--- config.mk ---
export PLATFORM = sky130hd
export DESIGN_NAME = axi4lite_console_mmio
export DESIGN_NICKNAME = d
export VERILOG_FILES = /design/src/rtl/console_mmio_pkg.sv /design/src/rtl/console_fifo.sv /design/src/rtl/axi4lite_console_mmio.sv
export SDC_FILE = /design/constraint.sdc
export NUM_CORES = 1
export LEC_CHECK = 0
export ABC_CLOCK_PERIOD_IN_PS = 4100
export BUFFER_PORTS_ARGS = -buffer_cell sky130_fd_sc_hd__buf_2
export CORE_MARGIN = 2
export CORE_UTILIZATION = 55
export DETAILED_ROUTE_END_ITERATION = 10
export PLACE_DENSITY_LB_ADDON = 0.3
export SKIP_LAST_GASP = 1
export SYNTH_ARGS = -nofsm -noshare
export SYNTH_HDL_FRONTEND = slang
export SYNTH_HIERARCHICAL = 1
export SYNTH_SLANG_ARGS = --single-unit
--- constraint.sdc ---
create_clock -name clk -period 4.1 [get_ports clk]
set_input_delay 0.41 -clock clk [delete_from_list [all_inputs] [get_ports clk]]
set_output_delay 0.41 -clock clk [all_outputs]
set_load 0.02 [all_outputs]
--- src/rtl/console_mmio_pkg.sv ---
// Register map, address decode and STATUS word packing shared by the console/pass MMIO slave.
// Pure constants and functions: no latency, no flow control.
package console_mmio_pkg;

  localparam logic [31:0] DEF_CONSOLE_BASE = 32'h1000_0000;
  localparam logic [31:0] DEF_PASS_BASE    = 32'h2000_0000;
  localparam logic [31:0] DEF_PASS_MAGIC   = 32'd123456789;
  localparam int          DEF_FIFO_DEPTH   = 16;

  localparam logic [31:0] CONSOLE_SPAN = 32'd8;
  localparam logic [31:0] PASS_SPAN    = 32'd4;
  localparam logic [31:0] STATUS_OFF   = 32'd4;

  localparam int ST_EMPTY_BIT  = 0;
  localparam int ST_FULL_BIT   = 1;
  localparam int ST_IRQ_EN_BIT = 2;
  localparam int ST_COUNT_LSB  = 8;

  typedef enum logic [1:0] {T_TXDATA, T_STATUS, T_PASS, T_NONE} target_t;

  // Offset-from-base compare keeps every address bit significant and handles any base alignment.
  function automatic target_t decode_target(input logic [31:0] addr,
                                            input logic [31:0] console_base,
                                            input logic [31:0] pass_base);
    logic [31:0] c_off;
    logic [31:0] p_off;
    c_off = addr - console_base;
    p_off = addr - pass_base;
    if (c_off < CONSOLE_SPAN)
      return (c_off >= STATUS_OFF) ? T_STATUS : T_TXDATA;
    else if (p_off < PASS_SPAN)
      return T_PASS;
    else
      return T_NONE;
  endfunction

  function automatic logic [31:0] status_word(input logic [7:0] count, input logic irq_en,
                                              input logic full, input logic empty);
    logic [31:0] w;
    w = '0;
    w[ST_COUNT_LSB +: 8] = count;
    w[ST_IRQ_EN_BIT]     = irq_en;
    w[ST_FULL_BIT]       = full;
    w[ST_EMPTY_BIT]      = empty;
    return w;
  endfunction

endpackage

--- src/rtl/console_fifo.sv ---
// Synchronous FIFO; head is the stored entry at the read pointer, push visible one edge later.
// Push while full is accepted only together with a pop; pop while empty is ignored.
module console_fifo #(
  parameter int DEPTH = 16,
  parameter int WIDTH = 8
) (
  input  logic                   clk,
  input  logic                   reset,
  input  logic                   push,
  input  logic [WIDTH-1:0]       push_data,
  input  logic                   pop,
  output logic                   full,
  output logic                   empty,
  output logic [$clog2(DEPTH):0] count,
  output logic [WIDTH-1:0]       head
);
  localparam int AW = $clog2(DEPTH);
  localparam int CW = AW + 1;

  logic [WIDTH-1:0] mem [DEPTH];
  logic [AW-1:0]    wr_ptr;
  logic [AW-1:0]    rd_ptr;
  logic             do_push;
  logic             do_pop;

  assign full    = (count == CW'(DEPTH));
  assign empty   = (count == '0);
  assign do_pop  = pop && !empty;
  assign do_push = push && (!full || do_pop);
  assign head    = mem[rd_ptr];

  always_ff @(posedge clk) begin
    if (reset) begin
      wr_ptr <= '0;
      rd_ptr <= '0;
      count  <= '0;
    end else begin
      if (do_push) wr_ptr <= wr_ptr + AW'(1);
      if (do_pop)  rd_ptr <= rd_ptr + AW'(1);
      case ({do_push, do_pop})
        2'b10:   count <= count + CW'(1);
        2'b01:   count <= count - CW'(1);
        default: count <= count;
      endcase
    end
  end

  // Storage needs no reset: entries are only visible between push and pop.
  always_ff @(posedge clk) begin
    if (do_push) mem[wr_ptr] <= push_data;
  end

endmodule

--- src/rtl/axi4lite_console_mmio.sv ---
// AXI4-lite MMIO slave: console TX FIFO + sticky pass flag; CONSOLE_IRQ_EN adds console_irq/irq_en.
// bvalid/rvalid one edge after the address+data latches fill; TXDATA writes stall while the FIFO is full.
module axi4lite_console_mmio
  import console_mmio_pkg::*;
#(
  parameter logic [31:0] CONSOLE_BASE = DEF_CONSOLE_BASE,
  parameter logic [31:0] PASS_BASE    = DEF_PASS_BASE,
  parameter logic [31:0] PASS_MAGIC   = DEF_PASS_MAGIC,
  parameter int          FIFO_DEPTH   = DEF_FIFO_DEPTH
) (
  input  logic        clk,
  input  logic        reset,
  input  logic        mem_axi_awvalid,
  output logic        mem_axi_awready,
  input  logic [31:0] mem_axi_awaddr,
  input  logic        mem_axi_wvalid,
  output logic        mem_axi_wready,
  input  logic [31:0] mem_axi_wdata,
  input  logic [3:0]  mem_axi_wstrb,
  output logic        mem_axi_bvalid,
  input  logic        mem_axi_bready,
  input  logic        mem_axi_arvalid,
  output logic        mem_axi_arready,
  input  logic [31:0] mem_axi_araddr,
  output logic        mem_axi_rvalid,
  input  logic        mem_axi_rready,
  output logic [31:0] mem_axi_rdata,
  output logic        tx_valid,
  input  logic        tx_ready,
  output logic [7:0]  tx_data,
  output logic        tests_passed,
  output logic        addr_err
`ifdef CONSOLE_IRQ_EN
  ,
  output logic        console_irq
`endif
);
  localparam int CW = $clog2(FIFO_DEPTH) + 1;

  logic          aw_latched;
  logic          w_latched;
  logic          ar_latched;
  target_t       aw_tgt;
  target_t       ar_tgt;
  logic [31:0]   wdata_q;
  logic [3:0]    wstrb_q;
  logic          fifo_push;
  logic          fifo_pop;
  logic          fifo_full;
  logic          fifo_empty;
  logic [CW-1:0] fifo_count;
  logic [7:0]    fifo_head;
  logic          irq_en;
  logic          tx_push_req;
  logic          wr_stall;
  logic          wr_fire;
  logic          rd_fire;
  logic [31:0]   rd_val;

  assign mem_axi_awready = !reset && mem_axi_awvalid && !aw_latched;
  assign mem_axi_wready  = !reset && mem_axi_wvalid && !w_latched;
  assign mem_axi_arready = !reset && mem_axi_arvalid && !ar_latched && !mem_axi_rvalid;

  assign tx_valid = !fifo_empty;
  assign tx_data  = fifo_empty ? 8'h00 : fifo_head;
  assign fifo_pop = tx_valid && tx_ready;

  // A pop in the same cycle frees the slot, so a full FIFO only stalls when nothing drains.
  assign tx_push_req = (aw_tgt == T_TXDATA) && wstrb_q[0];
  assign wr_stall    = tx_push_req && fifo_full && !fifo_pop;
  assign wr_fire     = aw_latched && w_latched && !mem_axi_bvalid && !wr_stall;
  assign fifo_push   = wr_fire && tx_push_req;
  assign rd_fire     = ar_latched && !mem_axi_rvalid;

  console_fifo #(
    .DEPTH (FIFO_DEPTH),
    .WIDTH (8)
  ) u_fifo (
    .clk       (clk),
    .reset     (reset),
    .push      (fifo_push),
    .push_data (wdata_q[7:0]),
    .pop       (fifo_pop),
    .full      (fifo_full),
    .empty     (fifo_empty),
    .count     (fifo_count),
    .head      (fifo_head)
  );

  always_comb begin
    rd_val = '0;
    case (ar_tgt)
      T_STATUS: rd_val = status_word(8'(fifo_count), irq_en, fifo_full, fifo_empty);
      T_PASS:   rd_val = {31'b0, tests_passed};
      default:  rd_val = '0;
    endcase
  end

  always_ff @(posedge clk) begin
    if (reset) begin
      aw_latched     <= 1'b0;
      aw_tgt         <= T_NONE;
      w_latched      <= 1'b0;
      wdata_q        <= '0;
      wstrb_q        <= '0;
      mem_axi_bvalid <= 1'b0;
      tests_passed   <= 1'b0;
    end else begin
      if (mem_axi_awready) begin
        aw_latched <= 1'b1;
        aw_tgt     <= decode_target(mem_axi_awaddr, CONSOLE_BASE, PASS_BASE);
      end else if (wr_fire) begin
        aw_latched <= 1'b0;
      end
      if (mem_axi_wready) begin
        w_latched <= 1'b1;
        wdata_q   <= mem_axi_wdata;
        wstrb_q   <= mem_axi_wstrb;
      end else if (wr_fire) begin
        w_latched <= 1'b0;
      end
      if (wr_fire)
        mem_axi_bvalid <= 1'b1;
      else if (mem_axi_bready)
        mem_axi_bvalid <= 1'b0;
      if (wr_fire && aw_tgt == T_PASS && wdata_q == PASS_MAGIC && wstrb_q == 4'hF)
        tests_passed <= 1'b1;
    end
  end

  always_ff @(posedge clk) begin
    if (reset) begin
      ar_latched     <= 1'b0;
      ar_tgt         <= T_NONE;
      mem_axi_rvalid <= 1'b0;
      mem_axi_rdata  <= '0;
    end else begin
      if (mem_axi_arready) begin
        ar_latched <= 1'b1;
        ar_tgt     <= decode_target(mem_axi_araddr, CONSOLE_BASE, PASS_BASE);
      end else if (rd_fire) begin
        ar_latched <= 1'b0;
      end
      if (rd_fire) begin
        mem_axi_rvalid <= 1'b1;
        mem_axi_rdata  <= rd_val;
      end else if (mem_axi_rvalid && mem_axi_rready) begin
        mem_axi_rvalid <= 1'b0;
        mem_axi_rdata  <= '0;
      end
    end
  end

  always_ff @(posedge clk) begin
    if (reset)
      addr_err <= 1'b0;
    else if ((wr_fire && aw_tgt == T_NONE) || (rd_fire && ar_tgt == T_NONE))
      addr_err <= 1'b1;
  end

`ifdef CONSOLE_IRQ_EN
  always_ff @(posedge clk) begin
    if (reset) begin
      irq_en      <= 1'b0;
      console_irq <= 1'b0;
    end else begin
      if (wr_fire && aw_tgt == T_STATUS && wstrb_q[0])
        irq_en <= wdata_q[ST_IRQ_EN_BIT];
      console_irq <= irq_en && fifo_empty;
    end
  end
`else
  assign irq_en = 1'b0;
`endif

endmodule

==> reports/qor.csv <==
stage,metric,value,unit
timing,fin_crit_sh,0.8571,
run,maxCapViolations,0,
clock_network,postCtsHoldBufs,0,
global_route,track_usage,0.2306,
setup_path,r2r_slack,0.59,ns
logic_synthesis,synth_cells,653,
power,power_density,424.4,mW/mm^2
setup_path,r2r_start,u_fifo/count[0],
power,clkPwrFrac,0.388,
timing,fin_tns_setup,0,ns
clock_network,cts_tree,done,
power,p_int,3.253,mW
placement,globalplace.congestion,0.7936,
power,power_frac_comb,0.078,
setup_path,end_kind,flip-flop,
layout,final_nets,901,
logic_synthesis,yosysWarnings,6,
placement,pre_cts_ws,0.6540,ns
timing,holdWs,0.1743,ns
power,p_leak,3.652,nW
clock_network,cts_buffers,17,
global_route,antenna_found_initial,0,
setup_path,reg2reg_depth,15,
logic_synthesis,async_reset_ff_frac,0,
timing,setup_violations,0,
clock_network,cts_setup_buffers,0,
detailed_routing,wire_per_inst,18.51,um
clock_network,cts_resized,0,
power,seqPwrFrac,0.534,
power,ir_drop,0.2902,mV
floorplan,rows,45,
clock_network,clockBufferDepth,2,
setup_path,start_kind,flip-flop,
setup_path,cp_max_fo,11,
layout,utilization,0.6486,
setup_path,r2r_end,u_fifo/count[4],
power,finalPower,4.184,mW
timing,fin_crit,3.514,ns
logic_synthesis,ys_seq_elements,199,
run_status,status,completed,
detailed_routing,viasPerCell,5.588,
placement,dp_hpwl,12780,um
floorplan,core_area,0.01520,sq mm
clock_network,cts_root_buffer,clkbuf_16,
floorplan,dieHeight,128.7,um
power,power.share.switching,0.2226,
clock_network,cts.sinks,199,
detailed_routing,num_vias,5465,
clock_network,htree_levels,4,
global_route,overflow,0,
layout,antenna_cells,0,
setup_path,cp-endpoint,u_fifo/count[4],
detailed_routing,drc_errors,0,
clock_network,insertion_delay,0.43,ns
logic_synthesis,synth_cell_types,63,
timing,fmaxAchievable,284.6,MHz
timing,rsz0062_at_grt,false,
layout,area_growth_syn_to_layout,15.22,%
global_route,grt_pass1_wl,28370,um
setup_path,path_class,flip-flop to flip-flop,
timing,max_slew_margin,0.4410,
floorplan,io_pins,156,
power,switchingPower,931.3,uW
global_route,grt_pass1_vias,5542,
global_route,met1_usage,0.2729,
layout,final_layout_size_suffix_gt1_frac,0.2684,
global_route,busiest_layer,met2,
global_route,use_met2,0.4220,
logic_synthesis,synth.avg_cell_area,13.10,sq um
global_route,met3_usage,0.04740,
detailed_routing,drt_iter0_drc,349,
setup_path,critPathArrivalTime,3.81,ns
floorplan,initial_core_util,0.5629,
logic_synthesis,synth_seq_area_share,0.6153,
setup_path,critPathRequiredTime,4.40,ns
layout,fillers,1146,
placement,port_buffers,126,
clock_network,clk_pin_slew_worst_paths,0.07,ns
timing,tightestPinTransition,0.8385,ns
floorplan,die_area,0.01657,sq mm
logic_synthesis,post_synth_instance_area,0.008557,sq mm
hold_path,hold_path.class,input port to flip-flop,
global_route,grt_max_degree,74,
floorplan,die_x,128.7,um
timing,skew,0.007547,ns
detailed_routing,postRouteAntennaNets,0,
logic_synthesis,synth_ff_type,edfxtp_1,
timing,finalHoldViolCount,0,
timing,timing.final.ws_setup,0.5861,ns
detailed_routing,dr.pass1.iters,4,
setup_path,startpoint,u_fifo/count[0],
detailed_routing,postRouteWirelength,18100,um
logic_synthesis,synth_edf_count,128,
timing,slew_violations,0,
-- power by group through the flow --
| stage | clock, mW | combinational, mW | sequential [mW] |
|---|---|---|---|
| floorplan | 0 | 0.232 | 2.25 |
| global placement | 0 | 0.315 | 2.27 |
| detailed placement | 0 | 0.325 | 2.28 |
| CTS | 1.66 | 0.326 | 2.24 |
| global route | 1.74 | 0.359 | 2.24 |
| finish | 1.62 | 0.326 | 2.23 |
-- worst min-delay path by stage --
stage,startpoint,to,slack (ns),cells past startpoint
2_1_floorplan,wdata_q[21],wdata_q[21],0.44,2
3_3_place_gp,ar_latched,ar_latched,0.45,2
3_5_place_dp,wdata_q[8],wdata_q[8],0.46,2
4_1_cts,mem_axi_wdata[16],wdata_q[16],0.16,3
5_1_grt,mem_axi_rready,mem_axi_rvalid,0.17,2
6_report,mem_axi_wdata[16],wdata_q[16],0.17,3
-- logic make-up (layout without fill, tap and decap cells) --
| group | Yosys count | count (layout) | synth area share |
|---|---|---|---|
| AND/OR/NAND/NOR | 216 | 216 | 0.1389 |
| flip-flops | 199 | 199 | 0.6153 |
| AO/OA/AOI/OAI | 97 | 97 | 0.07589 |
| buffers and inverters | 80 | 193 | 0.04811 |
| multiplexers | 36 | 36 | 0.08890 |
| adder cells (fa/ha/maj) | 16 | 16 | 0.02427 |
| XOR/XNOR | 8 | 8 | 0.008187 |
| other | 1 | 25 | 0.0004382 |
-- cells in the mapped netlist (4+ instances only) --
cell | n | share of area
buf_2 | 8 | 0.0047
edfxtp_1 | 128 | 0.45
ha_1 | 15 | 0.022
nand2_1 | 51 | 0.022
and2_1 | 5 | 0.0037
nor3_1 | 11 | 0.0064
mux2i_1 | 4 | 0.0047
nor3b_1 | 4 | 0.0035
nand2b_1 | 43 | 0.031
and3_1 | 5 | 0.0037
a22oi_1 | 23 | 0.020
buf_4 | 25 | 0.022
a21oi_1 | 6 | 0.0035
clkbuf_1 | 19 | 0.0083
nor4_1 | 18 | 0.013
xnor2_1 | 4 | 0.0041
xor2_1 | 4 | 0.0041
o21a_1 | 4 | 0.0035
nor2_1 | 34 | 0.015
dfxtp_1 | 71 | 0.17
nand3_1 | 7 | 0.0041
nor2b_1 | 13 | 0.0095
o21ai_0 | 37 | 0.022
inv_1 | 24 | 0.011
nand4_1 | 4 | 0.0029
mux4_2 | 32 | 0.084
nand4b_1 | 5 | 0.0051
-- through the flow --
stage / cells / area (sq um)
3_5_place_dp: 946 / 9279
2_1_floorplan: 677 / 8647
4_1_cts: 978 / 9859
3_3_place_gp: 946 / 9279
6_report: 978 / 9859
5_1_grt: 978 / 9859
-- critical path, cell delays in order (launching register included) --
cell and delay, ns:
dfxtp_1 0.38, or4_4 0.64, nor2_1 0.16, inv_1 0.06
nand2_1 0.09, a31o_2 0.17, nor3_1 0.04, buf_4 0.17
nor2b_1 0.14, o21ai_2 0.09, inv_2 0.17, ha_1 0.28
nand2b_1 0.12, o2bb2ai_1 0.19, a2111oi_0 0.14, or4_1 0.53
-- registers in the layout (all words and copies together), names as in the netlist, named ones only --
register / count
u_fifo/rd_ptr: 4
u_fifo/count: 5
addr_err: 1
mem_axi_rvalid: 1
tests_passed: 1
w_latched: 1
ar_tgt: 2
u_fifo/mem: 128
u_fifo/wr_ptr: 4
ar_latched: 1
aw_latched: 1
aw_tgt: 2
wdata_q: 32
wstrb_q: 4
mem_axi_bvalid: 1
mem_axi_rdata: 7
-- routing by layer --
layer,share of wire,routed length [um],up-vias
met5,0,0,-
met2,0.54,9707,184
met4,0.013,239,0
met3,0.054,974,18
met1,0.40,7177,2629
li1,-,-,2634
-- placed cells by master, fill, tap and decap left out, drive strengths merged, types with 23 or more instances in the layout --
| cell type | synthesis | routed |
|---|---|---|
| o21ai | 40 | 40 |
| nand2 | 51 | 51 |
| clkbuf | 19 | 25 |
| inv | 25 | 27 |
| buf | 36 | 136 |
| mux4 | 32 | 32 |
| conb | 1 | 25 |
| dfxtp | 71 | 71 |
| a22oi | 23 | 23 |
| nor2 | 34 | 34 |
| nand2b | 43 | 43 |
| edfxtp | 128 | 128 |
-- area by class of cell --
cell class                      instances  area, sq um  area share
Multi-Input combinational cell        398         2977      0.3019
Sequential cell                       199         5268      0.5343
Clock buffer                           25        485.5     0.04924
Timing Repair Buffer                  136        705.7     0.07157
Clock inverter                          7        95.09    0.009645
Tap cell                              188        235.2     0.02386
Inverter                               25        93.84    0.009518
Power figures use the tool's default switching activity.
